[src/rtl/phase_seq_if.sv]
// Configuration, control and status bundle for the phase sequencer.
interface phase_seq_if #(
   parameter int NPH = 4,
   parameter int DW  = 16,
   parameter int PW  = $clog2(NPH)
);
   logic          cfg_we;
   logic [PW-1:0] cfg_addr;
   logic [DW-1:0] cfg_data;
   logic [PW-1:0] num_ph;
   logic [7:0]    loops;
   logic          start;
   logic          stop;
   logic          busy;
   logic [PW-1:0] phase;
   logic [DW-1:0] phase_cnt;
   logic          phase_tick;
   logic          done;

   modport master (
      output cfg_we, cfg_addr, cfg_data, num_ph, loops, start, stop,
      input  busy, phase, phase_cnt, phase_tick, done
   );

   modport slave (
      input  cfg_we, cfg_addr, cfg_data, num_ph, loops, start, stop,
      output busy, phase, phase_cnt, phase_tick, done
   );
endinterface

[src/rtl/phase_seq.sv]
// Programmable phase sequencer: steps through num_ph+1 phases of dur[i]+1
// cycles each, for a captured number of passes (0 = free-running).
module phase_seq #(
   parameter int NPH = 4,
   parameter int DW  = 16,
   parameter int PW  = $clog2(NPH)
) (
   input  logic        clk,
   input  logic        rst_n,
   phase_seq_if.slave  bus
);
   localparam logic [0:0] S_IDLE = 1'b0;
   localparam logic [0:0] S_RUN  = 1'b1;

   logic [0:0]    state;
   logic [DW-1:0] dur [NPH];
   logic [PW-1:0] phase_q, num_ph_q;
   logic [DW-1:0] cnt_q;
   logic [7:0]    pass_q, loops_q;

   logic busy, tick, last_ph, done;

   assign busy    = (state == S_RUN);
   assign tick    = busy && (cnt_q == dur[phase_q]);
   assign last_ph = (phase_q == num_ph_q);
   // stop wins over a coincident final tick, so done is masked by it
   assign done    = tick && last_ph && (loops_q != 8'd0) &&
                    (pass_q == loops_q - 8'd1) && !bus.stop;

   always_ff @(posedge clk or negedge rst_n) begin
      if (!rst_n) begin
         state    <= S_IDLE;
         phase_q  <= '0;
         cnt_q    <= '0;
         pass_q   <= '0;
         num_ph_q <= '0;
         loops_q  <= '0;
         for (int i = 0; i < NPH; i++) dur[i] <= '0;
      end else begin
         if (!busy && bus.cfg_we) dur[bus.cfg_addr] <= bus.cfg_data;
         case (state)
            S_IDLE: begin
               if (bus.start && !bus.stop) begin
                  state    <= S_RUN;
                  phase_q  <= '0;
                  cnt_q    <= '0;
                  pass_q   <= '0;
                  num_ph_q <= bus.num_ph;
                  loops_q  <= bus.loops;
               end
            end
            default: begin
               if (bus.stop || done) begin
                  state   <= S_IDLE;
                  phase_q <= '0;
                  cnt_q   <= '0;
                  pass_q  <= '0;
               end else if (tick) begin
                  cnt_q <= '0;
                  if (last_ph) begin
                     phase_q <= '0;
                     pass_q  <= pass_q + 8'd1;
                  end else begin
                     phase_q <= phase_q + PW'(1);
                  end
               end else begin
                  cnt_q <= cnt_q + DW'(1);
               end
            end
         endcase
      end
   end

   assign bus.busy       = busy;
   assign bus.phase      = phase_q;
   assign bus.phase_cnt  = cnt_q;
   assign bus.phase_tick = tick;
   assign bus.done       = done;
endmodule
[src/flat_wrapper.sv]
// flat-port wrapper written by rule: the top's interface ports become plain ports
module phase_seq_flat 
#(
   parameter int NPH = 4,
   parameter int DW  = 16,
   parameter int PW  = $clog2(NPH)
)
  (clk, rst_n, bus_cfg_we, bus_cfg_addr, bus_cfg_data, bus_num_ph, bus_loops, bus_start, bus_stop, bus_busy, bus_phase, bus_phase_cnt, bus_phase_tick, bus_done);
  phase_seq_if #(.NPH(NPH), .DW(DW), .PW(PW)) bus_i ();
  input  logic clk;
  input  logic rst_n;
  input wire logic [$bits(bus_i.cfg_we)-1:0] bus_cfg_we;
  input wire logic [$bits(bus_i.cfg_addr)-1:0] bus_cfg_addr;
  input wire logic [$bits(bus_i.cfg_data)-1:0] bus_cfg_data;
  input wire logic [$bits(bus_i.num_ph)-1:0] bus_num_ph;
  input wire logic [$bits(bus_i.loops)-1:0] bus_loops;
  input wire logic [$bits(bus_i.start)-1:0] bus_start;
  input wire logic [$bits(bus_i.stop)-1:0] bus_stop;
  output wire logic [$bits(bus_i.busy)-1:0] bus_busy;
  output wire logic [$bits(bus_i.phase)-1:0] bus_phase;
  output wire logic [$bits(bus_i.phase_cnt)-1:0] bus_phase_cnt;
  output wire logic [$bits(bus_i.phase_tick)-1:0] bus_phase_tick;
  output wire logic [$bits(bus_i.done)-1:0] bus_done;
  assign bus_i.cfg_we = bus_cfg_we;
  assign bus_i.cfg_addr = bus_cfg_addr;
  assign bus_i.cfg_data = bus_cfg_data;
  assign bus_i.num_ph = bus_num_ph;
  assign bus_i.loops = bus_loops;
  assign bus_i.start = bus_start;
  assign bus_i.stop = bus_stop;
  assign bus_busy = bus_i.busy;
  assign bus_phase = bus_i.phase;
  assign bus_phase_cnt = bus_i.phase_cnt;
  assign bus_phase_tick = bus_i.phase_tick;
  assign bus_done = bus_i.done;
  phase_seq #(.NPH(NPH), .DW(DW), .PW(PW)) u_core (.clk(clk), .rst_n(rst_n), .bus(bus_i));
endmodule
[config.mk]
export PLATFORM = sky130hd
export DESIGN_NAME = phase_seq_flat
export DESIGN_NICKNAME = d
export VERILOG_FILES = /design/src/rtl/phase_seq_if.sv /design/src/rtl/phase_seq.sv /design/src/flat_wrapper.sv
export SDC_FILE = /design/constraint.sdc
export NUM_CORES = 1
export LEC_CHECK = 0
export CAP_MARGIN = 10
export CORE_MARGIN = 1.5
export CORE_UTILIZATION = 55
export DETAILED_ROUTE_END_ITERATION = 10
export PLACE_DENSITY = 0.78
export SETUP_SLACK_MARGIN = 0.05
export SLEW_MARGIN = 5
export SYNTH_ARGS = -nofsm -noshare
export SYNTH_HDL_FRONTEND = slang
export SYNTH_SLANG_ARGS = --single-unit
[constraint.sdc]
create_clock -name clk -period 3.93 [get_ports clk]
set_input_delay 0.786 -clock clk [delete_from_list [all_inputs] [get_ports clk]]
set_output_delay 0.786 -clock clk [all_outputs]
set_load 0.1 [all_outputs]
==> results by group, run 1 <==
Run status
  • Outcome: finished clean

GRT
  • Largest net degree at the start of global routing: 53
  • Vias in the first global route: 3362
  • GRT Total Usage: about a quarter
  • Total congestion overflow: 0
  • First-pass GRT wire length: roughly 17000 um
  • Initial antenna violation count: 0

Timing
  • RSZ-0062 raised after global routing: no
  • Fin crit share: between 90% and 100%
  • Final setup fails: 0
  • Minimum clock period: between 3 and 4 ns
  • Slew Viols, Final: 0
  • Slew HR: 34.36%
  • Sum Neg Setup Slack: 0 ns
  • Max Clock Skew: 0.008836 ns
  • Max Freq: roughly 0.28 GHz
  • Worst-Margin Slew: approximately 0.98 ns
  • Hold Violations, Final: 0

Critical path
  • Crit start category: register
  • CP Data Required Time: about 3.1 ns
  • CP Class: reg2out
  • Crit path max fanout: 21
  • Top Family by Delay on Critical Path: simple AND/OR/NAND/NOR gates
  • Worst Setup End Kind: output port
  • WP buf/inv: 1
  • CP max-delay cell: dfrtp_4
  • Crit-path cells: mux4_2 > xnor2_1 > nand4_1 > nor4_4 > nand2_1 > nor2_4 > buf_12
  • CP max stage delay: between 0.6 and 0.7 ns
  • WP data arrival: roughly 2.8 ns

Clock tree
  • CTS Buf Count: 9
  • H-tree depth: 3
  • Reg clk slew, reported paths: roughly 0.10 ns
  • Root buf cell: clkbuf_8
  • Clk_lat worst skew: about 0.37 ns
  • CTS tree: done
  • CTS Sinks: ~100
  • Clock Path Buffers: 2

Detailed routing
  • Aggregate routed wire length: between 10000 and 15000 um
  • Initial drt markers: around 140
  • First-pass DRT Iterations: 4
  • Vias: approximately 3300
  • Remaining DRCs: 0
  • Wire per inst: between 15 and 20 um
  • Via/cell ratio: between 5 and 6
  • Final ANT Viol Nets: 0

Cells and area
  • Area growth, synth to finish: 18.09%
  • Commonest cells after routing, fill and taps aside: dfrtp_1, mux2_2, clkdlybuf4s50_1, nor2_1, xnor2_1
  • Ant. Diodes: 0
  • Layout cell share with drive strength beyond 1: 28.70%
  • Nets: 485
  • Commonest non-fill, non-tap cell in the layout: dfrtp_1

Placed design
  • Port buffer count: 53
  • HPWL after DPL: 7407 um
  • RePlAce Congestion: 0.8565

Floorplanning
  • Row count: 34
  • Full die area: 0.009568 sq mm
  • Starting Density: a little under three fifths
  • Core Area: about 0.0087 sq mm
  • Die width: 97.82 um
  • IO Count: 54
  • DIE HEIGHT: ~98 um

Synth
  • Mapped cell area: between 0.004 and 0.005 sq mm
  • Mean Syn Cell Area: approximately 13 sq um
  • Top FF cell, synth: dfrtp_1
  • Syn nets: roughly 430
  • Cells after synthesis: roughly 400
  • Netlist cell types: between 40 and 50
  • Cell taking the most area after synthesis: dfrtp_1
  • Sequential fraction of the synthesis area: around half
  • Async SR Flop Fraction: 100.0%
  • Post-synth EDFFs: 0
  • YS warnings: 0
  • Yosys reg bits: 101
  • Synth top area cells: dfrtp_1, mux2_2, mux4_2
  • Yosys top cell area share: around half

Power and ir drop
  • Maximum VDD drop: 0.2922 mV
  • Pwr Total: between 2 and 3 mW
  • Power density over the cells: 457.2 mW/mm^2
  • Leakage: about 2.3 nW

Run
  • Max-cap violations: 0

Worst hold path
  • Hold Path Class: in2async
==> repair_timing <==
item,4_1_cts,5_1_grt
hold buffers,0,0
setup endpoints to repair,0,1
buffers inserted,0,0
resized for setup,0,1
==> state kept, by name (all words and copies together) (netlist names) <==
name	flops
u_core.bus.busy	1
u_core.bus.phase_cnt	16
u_core.num_ph_q	2
u_core.loops_q	8
u_core.pass_q	8
u_core.dur	64
u_core.bus.phase	2
==> power by group <==
| group | total [mW] | leakage (nW) | switching (mW) | internal [mW] |
|---|---|---|---|---|
| registers | 1.38 | 1.25 | 0.149 | 1.24 |
| clock network | 0.637 | 0.0954 | 0.390 | 0.247 |
| logic | 0.649 | 1.00 | 0.286 | 0.362 |
==> worst paths after layout <==
| check | start | endpoint | slack [ns] | depth (start not counted) |
|---|---|---|---|---|
| max in group asynchronous | rst_n | u_core.dur[53]$_DFFE_PN0P_ | 2.67 | 2 |
| min in group clk | u_core.dur[51]$_DFFE_PN0P_ | u_core.dur[51]$_DFFE_PN0P_ | 0.51 | 1 |
| worst min-delay path | rst_n | u_core.loops_q[0]$_DFFE_PN0P_ | 0.44 | 1 |
| worst max register to register | u_core.bus.phase[0]$_DFFE_PN0P_ | u_core.bus.phase[0]$_DFFE_PN0P_ | 0.86 | 9 |
| worst max-delay path | u_core.bus.phase[0]$_DFFE_PN0P_ | bus_done | 0.34 | 7 |
| worst min register to register | u_core.dur[51]$_DFFE_PN0P_ | u_core.dur[51]$_DFFE_PN0P_ | 0.51 | 1 |
==> cell type report <==
type / count / area, sq um
Inverter: 3 / 11.26
Sequential cell: 101 / 2532
Fill cell: 650 / 2882
Tap cell: 108 / 135.1
Timing Repair Buffer: 61 / 605.6
Clock buffer: 9 / 123.9
Clock inverter: 7 / 67.56
Multi-Input combinational cell: 272 / 2364
==> kinds of logic after synthesis <==
kind of cell | after synthesis | synth area share, %
adders and majority gates | 4 | 1.012
and+or+nand+nor | 105 | 10.86
DFF | 101 | 51.11
buffers and inverters | 16 | 1.366
xor gates and xnor gates | 37 | 6.554
muxes | 89 | 23.91
AOI/OAI and AO/OA | 37 | 5.188
==> worst register-to-register path: cells and delay by family, from the launching register on <==
kind                      cells  cell delay (ns)
buffers and inverters         2             0.43
xor gates and xnor gates      1             0.19
muxes                         2             0.93
DFF                           1             0.68
and+or+nand+nor               4             0.74
==> metal layers <==
metal	GRT usage [%]	vias to the layer above	share of wire, %
met5	0	-	0
met2	37.39	72	50
met1	32.69	1726	46
met4	5.714	0	0.88
met3	5.225	11	3.9
li1	-	1532	-
==> through the flow <==
stage	hold WS, ns	setup WS (ns)	utilization [%]	std cells	area [sq um]
after global routing	0.4785	0.1527	66.96	561	5839
final	0.4446	0.3449	66.96	561	5839
after detailed placement	0.4931	0.5532	64.73	545	5645
after global placement	0.4842	0.6337	64.73	545	5645
after floorplan	0.4741	0.1963	-	389	4956
after CTS	0.4538	0.1453	66.93	561	5837
==> cell usage after synthesis, types with 5 or more instances <==
master	instances
mux4_2	16
dfrtp_1	101
nand3_1	8
xor2_1	17
nand4_1	9
a22oi_1	5
xnor2_1	20
nand2b_1	6
nor2_1	32
nor3_1	5
clkbuf_1	9
and2_1	6
mux2_2	73
o31ai_1	7
o21ai_0	8
or2_2	5
nand2_1	19
No activity file was read; power rests on OpenSTA's default activity.
==> inputs of run 2 (changes only) <==
CORE_UTILIZATION = 51   (was 55)
GPL_ROUTABILITY_DRIVEN = 0   (was not set)
PLACE_DENSITY = 0.76   (was 0.78)
clock period = 3.2 ns   (was 3.93 ns; I/O delays follow)
==> results by group, run 2 (synthesis results as in run 1) <==
Detailed routing
  • Via/cell ratio: 5.679 (was 5.955)
  • Vias: 3339 (was 3341)
  • Aggregate routed wire length: 10440 um (was 10370 um)
  • Wire per inst: 17.76 um (was 18.48 um)
  • Remaining DRCs: 0 (unchanged)
  • First-pass DRT Iterations: 4 (unchanged)
  • Initial drt markers: 157 (was 136)
  • Final ANT Viol Nets: 0 (unchanged)

Cells and area
  • Max reg flops: 64 (unchanged)
  • Layout cell share with drive strength beyond 1: 34.20% (was 28.70%)
  • Area growth, synth to finish: 20.29% (was 18.09%)
  • Commonest non-fill, non-tap cell in the layout: dfrtp_1 (unchanged)
  • Nets: 491 (was 485)
  • Final Non-Filler Cells: 588 (was 561)
  • Final Core Density: 63.77% (was 66.96%)
  • Top reg by flops: u_core.dur (unchanged)
  • Commonest cells after routing, fill and taps aside: dfrtp_1, mux2_2, nor2_1, clkdlybuf4s50_1, buf_4 (was dfrtp_1, mux2_2, clkdlybuf4s50_1, nor2_1, xnor2_1)
  • Ant. Diodes: 0 (unchanged)

Floorplanning
  • Die width: 101.5 um (was 97.82 um)
  • Row count: 35 (was 34)
  • Core Area: 0.009328 sq mm (was 0.008721 sq mm)
  • Starting Density: 53.01% (was 56.70%)
  • Full die area: 0.01030 sq mm (was 0.009568 sq mm)
  • DIE HEIGHT: 101.5 um (was 97.82 um)
  • IO Count: 54 (unchanged)

Clock tree
  • Clock Path Buffers: 2 (unchanged)
  • CTS Buf Count: 9 (unchanged)
  • Clk_lat worst skew: 0.36 ns (was 0.37 ns)
  • Reg clk slew, reported paths: 0.10 ns (about the same)
  • CTS tree: done (unchanged)
  • CTS Sinks: 101 (unchanged)
  • Root buf cell: clkbuf_8 (unchanged)
  • H-tree depth: 3 (unchanged)

GRT
  • Largest net degree at the start of global routing: 69 (was 53)
  • Gr busiest metal: met2 (unchanged)
  • Vias in the first global route: 3476 (was 3362)
  • Met1 Usage GRT: 32.60% (was 32.69%)
  • Total congestion overflow: 0 (unchanged)
  • Initial antenna violation count: 0 (unchanged)
  • Met2 Use GR: 35.88% (was 37.39%)
  • First-pass GRT wire length: 17660 um (was 17430 um)
  • GR Util met3: 3.313% (was 5.225%)
  • GRT Total Usage: 22.73% (was 23.29%)

Placed design
  • HPWL after DPL: 7323 um (was 7407 um)
  • DP Cell Count: 568 (was 545)
  • Dpl ws: 0.05712 ns (was 0.5532 ns)
  • Port buffer count: 53 (unchanged)

Run
  • Max-cap violations: 0 (unchanged)

Timing
  • Fin worst setup slack: -0.1198 ns (was 0.3449 ns)
  • RSZ-0062 raised after global routing: yes (was no)
  • Minimum clock period: 3.320 ns
  • Final setup fails: 2 (was 0)
  • Fin crit share: 103.7%
  • Max Clock Skew: 0.01719 ns (was 0.008836 ns)
  • Sum Neg Setup Slack: -0.2268 ns (was 0 ns)
  • Slew HR: 42.27% (was 34.36%)
  • Max Freq: between 0.3 and 0.4 GHz
  • Hold Violations, Final: 0 (unchanged)
  • Worst-Margin Slew: 0.8660 ns (was 0.9816 ns)
  • Slew Viols, Final: 0 (unchanged)

Run status
  • Outcome: finished, violations left (was finished clean)
  • Violated checks: setup timing

Critical path
  • CP Data Required Time: 2.56 ns (was 3.14 ns)
  • Reg2reg path depth: 8 (was 9)
  • CP max stage delay: 0.53 ns (was 0.68 ns)
  • FF-to-FF setup slack: 0.36 ns (was 0.86 ns)
  • CP Class: reg2out (unchanged)
  • Critical R2R Capture: u_core.pass_q[5]$_DFFE_PN0P_ (was u_core.bus.phase[0]$_DFFE_PN0P_)
  • Crit path max fanout: 6 (was 21)
  • Crit start category: register (unchanged)
  • Worst Setup End Kind: output port (unchanged)
  • Crit-path most repeated cell: buf_12
  • Crit-path cells: buf_12 > mux4_2 > xnor2_2 > nand4_1 > nor4_4 > and2_2 > buf_12 (was mux4_2 > xnor2_1 > nand4_1 > nor4_4 > nand2_1 > nor2_4 > buf_12)
  • WP data arrival: 2.68 ns (was 2.80 ns)
  • CP max-delay cell: mux4_2 (was dfrtp_4)
  • Worst R2R Start: u_core.bus.phase[0]$_DFFE_PN0P_ (unchanged)

Power and ir drop
  • Power density over the cells: 568.6 mW/mm^2 (was 457.2 mW/mm^2)
  • Leakage: 2.446 nW (was 2.346 nW)
  • Maximum VDD drop: 0.2508 mV (was 0.2922 mV)

Worst hold path
  • Hold Path Class: in2async (unchanged)
-- run 2: worst max-delay path by stage --
stage	startpoint	endpoint	slack, ns	depth (start not counted)
detailed placement	u_core.bus.phase[0]$_DFFE_PN0P_	bus_done	0.06	7
global route	u_core.bus.phase[0]$_DFFE_PN0P_	bus_phase_tick	-0.23	7
global placement	u_core.bus.phase[0]$_DFFE_PN0P_	bus_done	0.12	7
floorplan	u_core.bus.phase[0]$_DFFE_PN0P_	bus_done	-0.13	7
finish	u_core.bus.phase[0]$_DFFE_PN0P_	bus_phase_tick	-0.12	7
CTS	u_core.bus.phase[0]$_DFFE_PN0P_	bus_done	-0.16	8
-- run 2: worst max-delay path: cells and delay by family, from the launching register on --
family	cells	cell delay, ns
flip-flops	1	0.48
multiplexers	1	0.53
buffers and inverters	2	0.31
XOR/XNOR	1	0.14
AND/OR/NAND/NOR	3	0.86
-- run 2: layout make-up --
type | count | area (sq um)
multi-input cells | 272 | 2389
clock inverters | 6 | 81.33
well taps | 129 | 161.4
flip-flops and latches | 101 | 2535
clock buffers | 10 | 127.6
repair buffers | 67 | 643.1
fillers | 739 | 3379
inverters | 3 | 11.26
-- run 2: metal layers --
layer,share of wire [%],wire [um],up-vias
li1,-,-,1532
met1,46,4823,1702
met2,48,4976,91
met3,4.9,509,14
met4,1.3,133,0
met5,0,0,-
-- run 2: through the flow --
step           total power, mW  instance area [sq um]  hold slack, ns
2_1_floorplan            2.286                   4991          0.3444
3_3_place_gp             2.481                   5647          0.4837
3_5_place_dp             2.521                   5647          0.4929
4_1_cts                  3.405                   5938          0.4177
5_1_grt                  3.562                   5948          0.4363
6_report                 3.382                   5948          0.3750
-- run 2: what timing repair did --
item	in CTS	in global routing
setup endpoints to repair	2	2
setup buffers	4	0
pin swaps	4	3
hold endpoints to repair	0	0
gates resized for setup	4	2
hold buffers	0	0
-- run 2: report_power, final --
group,internal (mW),switching [mW]
clock,0.377,0.460
combinational,0.484,0.375
sequential,1.52,0.168
total,2.38,1.00
